File: src/rtl/pipe_stage_buf.sv
// pipe_stage_buf: valid/ready pipeline register with optional skid entry.
// SKID=1 gives a two-entry buffer whose in_ready comes from a flop.
// SKID=0 gives a single-entry stage whose in_ready is combinational.
// Ports:
//   clk, rst         rising-edge clock, async active-high reset
//   flush            synchronous kill of all held entries
//   in_valid/ready   upstream handshake, in_data payload
//   out_valid/ready  downstream handshake, out_data payload
//   count            number of held entries (0..2)
module pipe_stage_buf #(
  parameter int unsigned      WIDTH     = 64,
  parameter logic [WIDTH-1:0] RESET_VAL = '0,
  parameter bit               SKID      = 1'b1
) (
  input  logic             clk,
  input  logic             rst,
  input  logic             flush,
  input  logic             in_valid,
  output logic             in_ready,
  input  logic [WIDTH-1:0] in_data,
  output logic             out_valid,
  input  logic             out_ready,
  output logic [WIDTH-1:0] out_data,
  output logic [1:0]       count
);

  typedef enum logic [1:0] {
    EMPTY = 2'd0,
    ONE   = 2'd1,
    TWO   = 2'd2
  } state_e;

  logic in_fire;
  logic out_fire;

  // A flush swallows any input handshake offered in the same cycle.
  assign in_fire  = in_valid & in_ready & ~flush;
  assign out_fire = out_valid & out_ready;

  if (SKID) begin : g_skid
    state_e           state_q, state_d;
    logic [WIDTH-1:0] main_q, main_d;
    logic [WIDTH-1:0] skid_q, skid_d;
    logic             rdy_q;

    always_ff @(posedge clk or posedge rst) begin
      if (rst) begin
        state_q <= EMPTY;
        main_q  <= RESET_VAL;
        skid_q  <= RESET_VAL;
        rdy_q   <= 1'b1;
      end else begin
        state_q <= state_d;
        main_q  <= main_d;
        skid_q  <= skid_d;
        // Registered ready: open whenever the skid slot will be free.
        rdy_q   <= (state_d != TWO);
      end
    end

    always_comb begin
      state_d = state_q;
      main_d  = main_q;
      skid_d  = skid_q;
      unique case (state_q)
        EMPTY: begin
          if (in_fire) begin
            state_d = ONE;
            main_d  = in_data;
          end
        end
        ONE: begin
          unique case (1'b1)
            in_fire && out_fire: begin
              main_d = in_data;
            end
            in_fire && !out_fire: begin
              state_d = TWO;
              skid_d  = in_data;
            end
            !in_fire && out_fire: begin
              state_d = EMPTY;
            end
            default: ;
          endcase
        end
        TWO: begin
          if (out_fire) begin
            state_d = ONE;
            main_d  = skid_q;
          end
        end
        default: state_d = EMPTY;
      endcase
      if (flush) begin
        state_d = EMPTY;
      end
    end

    assign in_ready  = rdy_q;
    assign out_valid = (state_q != EMPTY);
    assign out_data  = out_valid ? main_q : RESET_VAL;
    assign count     = state_q;
  end else begin : g_single
    logic             vld_q, vld_d;
    logic [WIDTH-1:0] data_q, data_d;

    always_ff @(posedge clk or posedge rst) begin
      if (rst) begin
        vld_q  <= 1'b0;
        data_q <= RESET_VAL;
      end else begin
        vld_q  <= vld_d;
        data_q <= data_d;
      end
    end

    always_comb begin
      vld_d  = vld_q;
      data_d = data_q;
      if (flush) begin
        vld_d = 1'b0;
      end else if (in_fire) begin
        vld_d  = 1'b1;
        data_d = in_data;
      end else if (out_fire) begin
        vld_d = 1'b0;
      end
    end

    // Ready when empty, or when the held entry leaves this cycle.
    assign in_ready  = ~vld_q | out_ready;
    assign out_valid = vld_q;
    assign out_data  = vld_q ? data_q : RESET_VAL;
    assign count     = {1'b0, vld_q};
  end

endmodule

File: config.mk
export PLATFORM = sky130hd
export DESIGN_NAME = pipe_stage_buf
export DESIGN_NICKNAME = d
export VERILOG_FILES = /design/src/rtl/pipe_stage_buf.sv
export SDC_FILE = /design/constraint.sdc
export NUM_CORES = 1
export LEC_CHECK = 0
export BUFFER_PORTS_ARGS = -buffer_cell sky130_fd_sc_hd__buf_2
export CAP_MARGIN = 20
export CORE_MARGIN = 8
export CORE_UTILIZATION = 54
export DETAILED_ROUTE_END_ITERATION = 6
export PLACE_DENSITY = 0.79
export REMOVE_ABC_BUFFERS = 1
export SLEW_MARGIN = 0
export SYNTH_ARGS = -nofsm -noshare
export SYNTH_HDL_FRONTEND = slang
export SYNTH_SLANG_ARGS = --single-unit
File: constraint.sdc
create_clock -name clk -period 4.8 [get_ports clk]
set_input_delay 0.72 -clock clk [delete_from_list [all_inputs] [get_ports clk]]
set_output_delay 0.72 -clock clk [all_outputs]
set_load 0.005 [all_outputs]
### Word-level counts from Yosys, hierarchy flattened

Cells that the tools add are included.

* mux-type cells: 10
* bitwise gates (word level): 4
* reductions and logical operators: 10
* equal/unequal tests: 6

Operators by type and width (number)
* 2-to-1 mux 64 bit: 4
* case mux 64 bit (3 select lines): 1
* inequality test 2 bit, second input constant: 4
* 2-to-1 mux 2 bit: 3
* case mux 2 bit (3 select lines): 1
* case mux 2 bit (2 select lines): 1
* AND reduction 4 bit: 1
* bitwise AND 1 bit: 3
* logical AND 1 bit: 3
* nonzero test 3 bit: 1
* equality test 2 x 1 -> 1 bit, second input constant: 1
* equality test 2 bit, second input constant: 1
* zero test 1 bit: 2
* zero test 2 bit: 1
* AND reduction 2 bit: 1
* nonzero test 2 bit: 1
* NOT 1 bit: 1

* register bits: 131
* bits of input ports: 69
* word-level logic and storage cells: 34

### Longest topological paths before layout

Gate-level depths: netlist of the first run.

* depth after elaboration: 8
* mapped depth: 10
* mapped depth without buffers: 8

### Worst setup path before layout of the first run

Ideal clock, no wire load.

* path type: register -> register
* start point: register g_skid.state_q[0] (netlist: count[0])
* end point: register g_skid.main_q[0]
* library setup time: 125 ps
* arrival: 2257 ps
* slack: 2418 ps
* stages on the path, launching flop included: 11
* buffers on the path: 2
* required time: 4675 ps
* cell sequence: dfrtp_1 > nor2_2 > inv_1 > clkbuf_1 > nand2_1 > inv_1 > ha_1 > nand2b_1 > a221oi_4 > buf_6 > mux2_4

* cells in the longest elaborated chain, start to end: 5
* elaborated cells between the ends (all ways): 12

RTL lines
* from (decl): line 41 `state_e state_q, state_d;`
* from (signal assigned): line 53 `state_q <= state_d;`
* nonzero test 2 bit *: line 101 `assign out_valid = (state_q != EMPTY);`
* net out_valid: line 21 `output logic out_valid,`
* bitwise AND 1 bit *: line 38 `assign out_fire = out_valid & out_ready;`
* logical AND 1 bit: line 74 `in_fire && out_fire: begin`
* inequality test 2 bit (no source line)
* AND reduction 4 bit (no source line) *
* to (signal assigned): line 54 `main_q <= main_d;`
* to (decl): line 42 `logic [WIDTH-1:0] main_q, main_d;`

Mark *: on every way through the listed nets, which the timed path passes. The rest lies on a longest branch.
A chain may end at the register's enable or synchronous reset.

### Worst setup path in the final report of the first run

* start point: register g_skid.state_q[0] (netlist: count[0])
* end point: output out_data[41]

* cells in the longest elaborated chain, start to end: 2

RTL lines
* nonzero test 2 bit: line 101
* 2-to-1 mux 64 bit: line 102 `assign out_data = out_valid ? main_q : RESET_VAL;`
* to (decl): line 23 `output logic [WIDTH-1:0] out_data,`

Every way passes these cells.

==> flow_summary.json, run 1 <==
{
  "overflow": 0,
  "grt_pass1_wl_um": 21700,
  "post-dp-hpwl_um": 8860,
  "setup_viol": 0,
  "synth-edff-count": 0,
  "io_buffer_count": 136,
  "grt_max_degree": 67,
  "yosysTopAreaCell": "dfrtp_1",
  "ir_worst_vdd_v": 0.000285,
  "multi_input_area_mm2": 0.00275,
  "synth_area_leaders": "dfrtp_1 (52%), mux2_2 (33%), and2_1 (6.5%)",
  "fillers": 858,
  "synthTopCellsByCount": "mux2_2 (180), dfrtp_1 (130), and2_1 (64), clkbuf_1 (11)",
  "seqCellArea_mm2": 0.00328,
  "final_nets": 641,
  "powerDensity_mw_per_mm2": 441,
  "synth_top_area_frac": 0.524,
  "gp_congestion": 0.763,
  "clockBufferDepth": 2,
  "area_growth_pct": 20.8,
  "grt_pass1_vias": 4367,
  "seq_area_frac_synth": 0.528,
  "fmax_ghz": 0.371,
  "die_w_um": 123,
  "cellLeakagePower_nw": 3.64,
  "ys_ff_latch": 131,
  "postCtsHoldBufs": 0,
  "cts_tree": "yes",
  "status": "complete, no violations",
  "finalNonFillerCells": 722,
  "syn_inst": 435,
  "period_share": 0.561,
  "io_pins": 137,
  "synthFlopType": "dfrtp_1",
  "wl_per_cell_um": 18.3,
  "htree_levels": 4,
  "drtIter0Drc": 157,
  "cts_setup_buffers": 0,
  "cp-start-kind": "flop",
  "path_clk_slew_ns": 0.05,
  "worst_pin_slew_ns": 0.981,
  "wirelength_um": 13200,
  "dpl.cell_count": 694,
  "drive_above_1_share": 0.634,
  "postSynthAreaPerCell_um2": 14.3,
  "cts.sinks": 131,
  "coreArea_mm2": 0.0113,
  "drcViolationCount": 0,
  "synthArstFlopShare": 1.00,
  "cp_slowest_cell": "buf_4",
  "critPathKind": "flop to primary output",
  "insertion_delay_ns": 0.41,
  "cts_resized": 0,
  "slew_headroom": 0.346,
  "required_ns": 4.08,
  "synthDistinctLibCells": 21,
  "synth_area_mm2": 0.00621,
  "initial_core_util": 0.548,
  "rsz0062_at_grt": "no",
  "cpPeakStageDelay_ns": 0.51,
  "die_h_um": 123,
  "die_area_mm2": 0.0152,
  "antenna_found_initial": 1,
  "post-place-ws_ns": 1.83,
  "cts_root_buffer": "clkbuf_16",
  "path_cells": "nor2_2 > inv_1 > buf_4 > and2_1 > buf_2",
  "vias": 3833,
  "period_needed_ns": 2.69,
  "rows": 39,
  "endpoint_kind": "primary output",
  "worst_ep_arrival_time_ns": 1.97,
  "via_per_inst": 5.31,
  "hold_class": "input port to asynchronous set/reset pin",
  "setup_ws_ns": 2.11,
  "gr-usage-all-layers": 0.184,
  "hold_viol_final": 0,
  "num_antenna_cells": 0,
  "cap_violations": 0,
  "cts_buffers": 17,
  "ff2ff_path_depth": 4,
  "critPathMaxFanout": 66,
  "drv_slew": 0,
  "tns_ns": 0,
  "dr.pass1.iters": 4,
  "ys.warnings.count": 0,
  "skew_ns": 0.00335,
  "synthMostInstantiatedCell": "mux2_2",
  "ant_nets": 0
}
[cell type report]
class                      instances  share of cell area
sequential                       131               0.438
timing repair buffer             143              0.0978
multi-input combinational        272               0.367
tap                              143              0.0239
clock inverter                     7             0.00801
clock buffer                      21              0.0628
inverter                           5             0.00284
[logic make-up (layout without fill, tap and decap cells)]
family	Yosys count	in the layout	share of synthesized area
fa+ha+maj	2	2	0.00403
flops	131	131	0.528
simple gates	75	75	0.0774
mux	192	192	0.354
compound gates	3	3	0.00706
buf+inv	32	176	0.0286
[worst max-delay path, delay by kind of cell, from the launching register on]
family | cells | cell delay [ns]
and+or+nand+nor | 2 | 0.35
DFF | 1 | 0.48
buffers and inverters | 3 | 0.72
[final timing paths]
path | start | end | slack (ns)
worst max register to register | count[0] | g_skid.main_q[21] | 2.15
min in group clk | g_skid.main_q[50] | g_skid.main_q[50] | 0.47
max in group asynchronous | rst | g_skid.skid_q[29] | 3.42
worst max-delay path | count[0] | out_data[41] | 2.11
worst min register to register | g_skid.main_q[50] | g_skid.main_q[50] | 0.47
worst min-delay path | rst | g_skid.main_q[55] | 0.38
[through the flow]
step	utilization	hold WS [ns]	total power, W	cell area, µm²
after floorplan	-	0.449	0.00196	6050
after global placement	0.615	0.461	0.00210	6960
after detailed placement	0.615	0.468	0.00216	6960
after CTS	0.662	0.384	0.00334	7490
after global routing	0.662	0.420	0.00348	7490
final	0.662	0.382	0.00330	7490
[power breakdown]
part / leakage [nW] / total, W / switching (W) / internal [W]
clock: 0.270 / 0.00116 / 0.000429 / 0.000734
combinational: 1.79 / 0.000566 / 0.000207 / 0.000359
sequential: 1.57 / 0.00157 / 0.000151 / 0.00142
[flip-flops by register name (all words and copies together) (netlist names)]
signal / flops
g_skid.main_q: 64
g_skid.skid_q: 64
count: 2
in_ready: 1
[layout by cell type (no fill, tap or decap), drive strengths merged]
| master | netlist | final |
|---|---|---|
| clkinv | 0 | 6 |
| nor2 | 2 | 2 |
| dfrtp | 130 | 130 |
| nand3b | 3 | 3 |
| ha | 2 | 2 |
| buf | 16 | 143 |
| inv | 5 | 5 |
| bufinv | 0 | 1 |
| nand2 | 1 | 1 |
| nand2b | 3 | 3 |
| mux2 | 192 | 192 |
| o221a | 1 | 1 |
| a221oi | 1 | 1 |
| clkbuf | 11 | 21 |
| and2 | 64 | 64 |
| o22ai | 1 | 1 |
| nor2b | 2 | 2 |
| dfstp | 1 | 1 |
[metal layers]
layer  vias up  routed length (µm)  GRT usage
met5         -                  13          0
met4         2                 245     0.0775
met3        21                 904     0.0630
met2       101                6580      0.303
met1      1927                5500      0.215
li1       1782                   -          -
No activity file was read; power rests on OpenSTA's default activity.
==> inputs of run 2 (changes only) <==
==> constraint.sdc (replaced) <==
create_clock -name clk -period 2.8 [get_ports clk]
set_input_delay 0.42 -clock clk [delete_from_list [all_inputs] [get_ports clk]]
set_output_delay 0.42 -clock clk [all_outputs]
set_load 0.005 [all_outputs]
==> run 2 against run 1 <==
Net effect:
- first-iteration DRC count rose by 15%
- hold slack got worse by 0.34 ns
- register-to-register slack got worse by 1.5 ns
- critical path depth did not move
- flip-flop and latch count did not move
- utilization rose by 1.6 points
- non-clock buffer count rose by 3
- power rose by 79%
- critical path type unchanged
- critical endpoint is now out_data[4]
==> flow_summary.json, run 2 (synthesis results as in run 1) <==
{
  "status": "complete, no violations",
  "tns_ns": 0,
  "die_h_um": 123,
  "worst_pin_slew_ns": 0.597,
  "fmax_ghz": 0.418,
  "drtIter0Drc": 180,
  "final_nets": 644,
  "period_share": 0.854,
  "critPathKind": "flop to primary output",
  "ant_nets": 0,
  "cts_resized": 0,
  "io_buffer_count": 136,
  "clockBufferDepth": 2,
  "startpoint": "count[0]",
  "hold_viol_final": 0,
  "rsz0062_at_grt": "no",
  "dpl_cell_area_mm2": 0.00706,
  "crit_end": "out_data[4]",
  "cts_tree": "yes",
  "grt_pass1_wl_um": 22000,
  "gr-usage-all-layers": 0.186,
  "ff2ff_path_depth": 9,
  "final_common_cell": "mux2_2",
  "cts.sinks": 131,
  "post-dp-hpwl_um": 8990,
  "skew_ns": 0.00593,
  "drcViolationCount": 0,
  "antenna_found_initial": 1,
  "fin_area_mm2": 0.00767,
  "cap_violations": 0,
  "layout_common_cells": "mux2_2 (180), buf_2 (136), dfrtp_1 (130)",
  "drv_slew": 0,
  "die_w_um": 123,
  "htree_levels": 4,
  "postCtsHoldBufs": 0,
  "utilization": 0.678,
  "period_needed_ns": 2.39,
  "slew_headroom": 0.602,
  "dr.pass1.iters": 4,
  "wirelength_um": 13500,
  "via_per_inst": 5.34,
  "powerDensity_mw_per_mm2": 771,
  "required_ns": 2.38,
  "multi_input_area_mm2": 0.00275,
  "rows": 39,
  "post-place-ws_ns": 0.644,
  "wl_per_cell_um": 18.5,
  "drive_above_1_share": 0.640,
  "seqCellArea_mm2": 0.00328,
  "die_area_mm2": 0.0152,
  "cellLeakagePower_nw": 3.71,
  "critPathMaxFanout": 66,
  "cts_setup_buffers": 0,
  "hold_class": "input port to asynchronous set/reset pin",
  "gp_congestion": 0.698,
  "r2r_end": "g_skid.main_q[6]",
  "ir_worst_vdd_v": 0.000416,
  "endpoint_kind": "primary output",
  "path_clk_slew_ns": 0.06,
  "grt_max_degree": 67,
  "cts_root_buffer": "clkbuf_16",
  "worst_ep_arrival_time_ns": 1.97,
  "rr_startpoint": "count[0]",
  "r2r_setup_slack_ns": 0.61,
  "insertion_delay_ns": 0.41,
  "area_growth_pct": 23.6,
  "setup_viol": 0,
  "setup_ws_ns": 0.408,
  "overflow": 0,
  "grt_pass1_vias": 4365,
  "vias": 3901,
  "fillers": 813,
  "cts_buffers": 17,
  "io_pins": 137,
  "initial_core_util": 0.548,
  "holdWs_ns": 0.0388,
  "cp-start-kind": "flop",
  "coreArea_mm2": 0.0113
}
run 2: changes by cell type in the layout (fill, tap and decap cells not counted):
| cell | delta |
|---|---|
| buf_4 | -3 |
| clkbuf_8 | +3 |
| clkinvlp_4 | +2 |
| bufinv_16 | +1 |
| diode_2 | +1 |
| buf_12 | +6 |
| clkinv_2 | -1 |
| clkbuf_1 | -1 |
run 2: area by class of cell:
class,instances,share of cell area
flip-flops and latches,131,0.427
clock inverters,9,0.0130
multi-input cells,272,0.359
well taps,143,0.0233
diodes,1,0.000326
repair buffers,146,0.108
inverters,5,0.00277
clock buffers,23,0.0662
run 2: layer usage:
metal | wire length [µm] | global-route usage
met4 | 210 | 0.0715
met1 | 5650 | 0.222
met5 | 0 | 0
met2 | 6680 | 0.304
met3 | 946 | 0.0653
run 2: how the worst min path moves through the flow:
stage                   endpoint  slack, ns  cells past startpoint
2_1_floorplan  g_skid.main_q[49]       0.45                      1
3_3_place_gp   g_skid.main_q[49]       0.46                      1
3_5_place_dp   g_skid.main_q[50]       0.47                      1
4_1_cts        g_skid.main_q[34]       0.04                      2
5_1_grt        g_skid.main_q[34]       0.08                      2
6_report       g_skid.main_q[34]       0.04                      2
run 2: critical path, stage by stage, from the launching register on:
cell,delay (ns)
dfrtp_1,0.48
nor2_2,0.10
inv_1,0.09
buf_4,0.49
and2_1,0.24
buf_2,0.12
run 2: metrics by stage:
stage          instances  power (W)
2_1_floorplan        408    0.00336
3_3_place_gp         697    0.00362
3_5_place_dp         697    0.00372
4_1_cts              729    0.00598
5_1_grt              729    0.00620
6_report             730    0.00591
run 2: report_power, final:
group,internal (W),switching (W),total (W)
Combinational,0.000629,0.000357,0.000985
Sequential,0.00244,0.000260,0.00270
Clock,0.00144,0.000787,0.00223
==> inputs of run 3 (changes only) <==
--- a/config.mk
+++ b/config.mk
@@ -8,10 +8,8 @@
 export BUFFER_PORTS_ARGS = -buffer_cell sky130_fd_sc_hd__buf_2
 export CAP_MARGIN = 20
 export CORE_MARGIN = 8
-export CORE_UTILIZATION = 54
+export CORE_UTILIZATION = 40
 export DETAILED_ROUTE_END_ITERATION = 6
-export PLACE_DENSITY = 0.79
-export REMOVE_ABC_BUFFERS = 1
 export SLEW_MARGIN = 0
 export SYNTH_ARGS = -nofsm -noshare
 export SYNTH_HDL_FRONTEND = slang
==> run 3 against run 2 <==
Net effect:
- clock power increased by 9%
- final cell count grew 5.9%
- power increased by 2.7%
- flip-flop and latch count unchanged
- die area up 30%
- sequential share of layout area fell by 0.42 points
- critical endpoint is now out_data[6]
- largest cell class unchanged
- largest power group unchanged
==> flow_summary.json, run 3 (synthesis results as in run 1) <==
{
  "die_w_um": 141,
  "cp_slowest_cell": "dfrtp_1",
  "drcViolationCount": 0,
  "rr_startpoint": "count[0]",
  "worst_pin_slew_ns": 0.763,
  "drv_slew": 0,
  "cap_violations": 0,
  "period_needed_ns": 2.35,
  "critPathKind": "flop to primary output",
  "hold_viol_final": 0,
  "cts_tree": "yes",
  "p_sw_frac": 0.228,
  "cts_root_buffer": "clkbuf_16",
  "critPathMaxFanout": 66,
  "hold_class": "input port to asynchronous set/reset pin",
  "tns_ns": 0,
  "power_w": 0.00607,
  "dpl.cell_count": 741,
  "slew_headroom": 0.491,
  "cts_setup_buffers": 0,
  "die_h_um": 141,
  "path_cells": "nor2_2 > clkinv_1 > buf_4 > and2_1 > buf_2",
  "htree_levels": 4,
  "worst_ep_arrival_time_ns": 1.93,
  "powerDensity_mw_per_mm2": 784,
  "ant_nets": 0,
  "io_pins": 137,
  "vias": 3872,
  "wirelength_um": 13700,
  "clockBufferDepth": 2,
  "gr-usage-all-layers": 0.147,
  "status": "complete, no violations",
  "cp.depth": 5,
  "p_sw_w": 0.00138,
  "r2r_setup_slack_ns": 0.53,
  "initial_core_util": 0.408,
  "r2r_end": "g_skid.main_q[20]",
  "die_area_mm2": 0.0198,
  "fin_area_mm2": 0.00775,
  "multi_input_area_mm2": 0.00276,
  "seqCellArea_mm2": 0.00328,
  "overflow": 0,
  "final_common_cell": "mux2_2",
  "drive_above_1_share": 0.638,
  "rsz0062_at_grt": "no",
  "setup_viol": 0,
  "cellLeakagePower_nw": 3.70,
  "final_nets": 643,
  "critPathBufInv": 3,
  "cp-start-kind": "flop",
  "fillers": 1350,
  "comb_power_share": 0.160,
  "cts.sinks": 131,
  "fmax_ghz": 0.425,
  "antenna_found_initial": 2,
  "insertion_delay_ns": 0.41,
  "ir_worst_vdd_v": 0.000431,
  "period_share": 0.841,
  "seqPwrFrac": 0.442,
  "dpl_cell_area_mm2": 0.00709,
  "grt_max_degree": 67,
  "dr.pass1.iters": 4,
  "gp_congestion": 0.685,
  "p_int_w": 0.00469,
  "cts_buffers": 17,
  "grt_pass1_vias": 4396,
  "post-dp-hpwl_um": 9230,
  "ff2ff_path_depth": 9,
  "finalNonFillerCells": 773,
  "cpPeakStageDelay_ns": 0.46,
  "wl_per_cell_um": 17.8,
  "required_ns": 2.38,
  "drtIter0Drc": 121,
  "path_clk_slew_ns": 0.05,
  "skew_ns": 0.00934,
  "syn_nets": 506,
  "postCtsHoldBufs": 0,
  "layout_common_cells": "mux2_2 (180), buf_2 (136), dfrtp_1 (130)",
  "io_buffer_count": 136,
  "endpoint_kind": "primary output",
  "crit_family": "buffers and inverters",
  "grt_pass1_wl_um": 23000,
  "rows": 45,
  "area_growth_pct": 24.9,
  "cts_resized": 0,
  "utilization": 0.510,
  "via_per_inst": 5.01,
  "coreArea_mm2": 0.0152,
  "clock_power_share": 0.398,
  "num_antenna_cells": 0
}
-- run 3: final cells by class --
cell class | instances | area share
clock buffer | 24 | 0.0660
clock inverter | 8 | 0.0187
inverter | 5 | 0.00291
multi-input combinational | 272 | 0.356
sequential | 131 | 0.423
tap | 188 | 0.0304
timing repair buffer | 145 | 0.103
-- run 3: metal layers --
layer,wire (µm),GRT usage
met1,6300,0.186
met2,6300,0.227
met3,946,0.0591
met4,153,0.0458
met5,23,0
-- run 3: power groups by stage --
stage,registers (W),clock network (W),logic (W)
2_1_floorplan,0.00263,0,0.000756
3_3_place_gp,0.00268,0,0.000957
3_5_place_dp,0.00271,0,0.000998
4_1_cts,0.00269,0.00248,0.00100
5_1_grt,0.00276,0.00257,0.00108
6_report,0.00268,0.00242,0.000975
-- run 3: how the worst max path moves through the flow --
stage	to	from
floorplan	g_skid.main_q[0]	count[0]
global placement	g_skid.main_q[22]	flush
detailed placement	g_skid.main_q[20]	flush
CTS	out_data[27]	count[0]
global route	out_data[47]	count[0]
finish	out_data[6]	count[0]
-- run 3: through the flow --
stage	setup WS, ns	hold WS [ns]
after detailed placement	0.444	0.476
after global routing	0.286	0.178
after floorplan	0.418	0.449
after global placement	0.511	0.466
final	0.445	0.132
after CTS	0.393	0.136
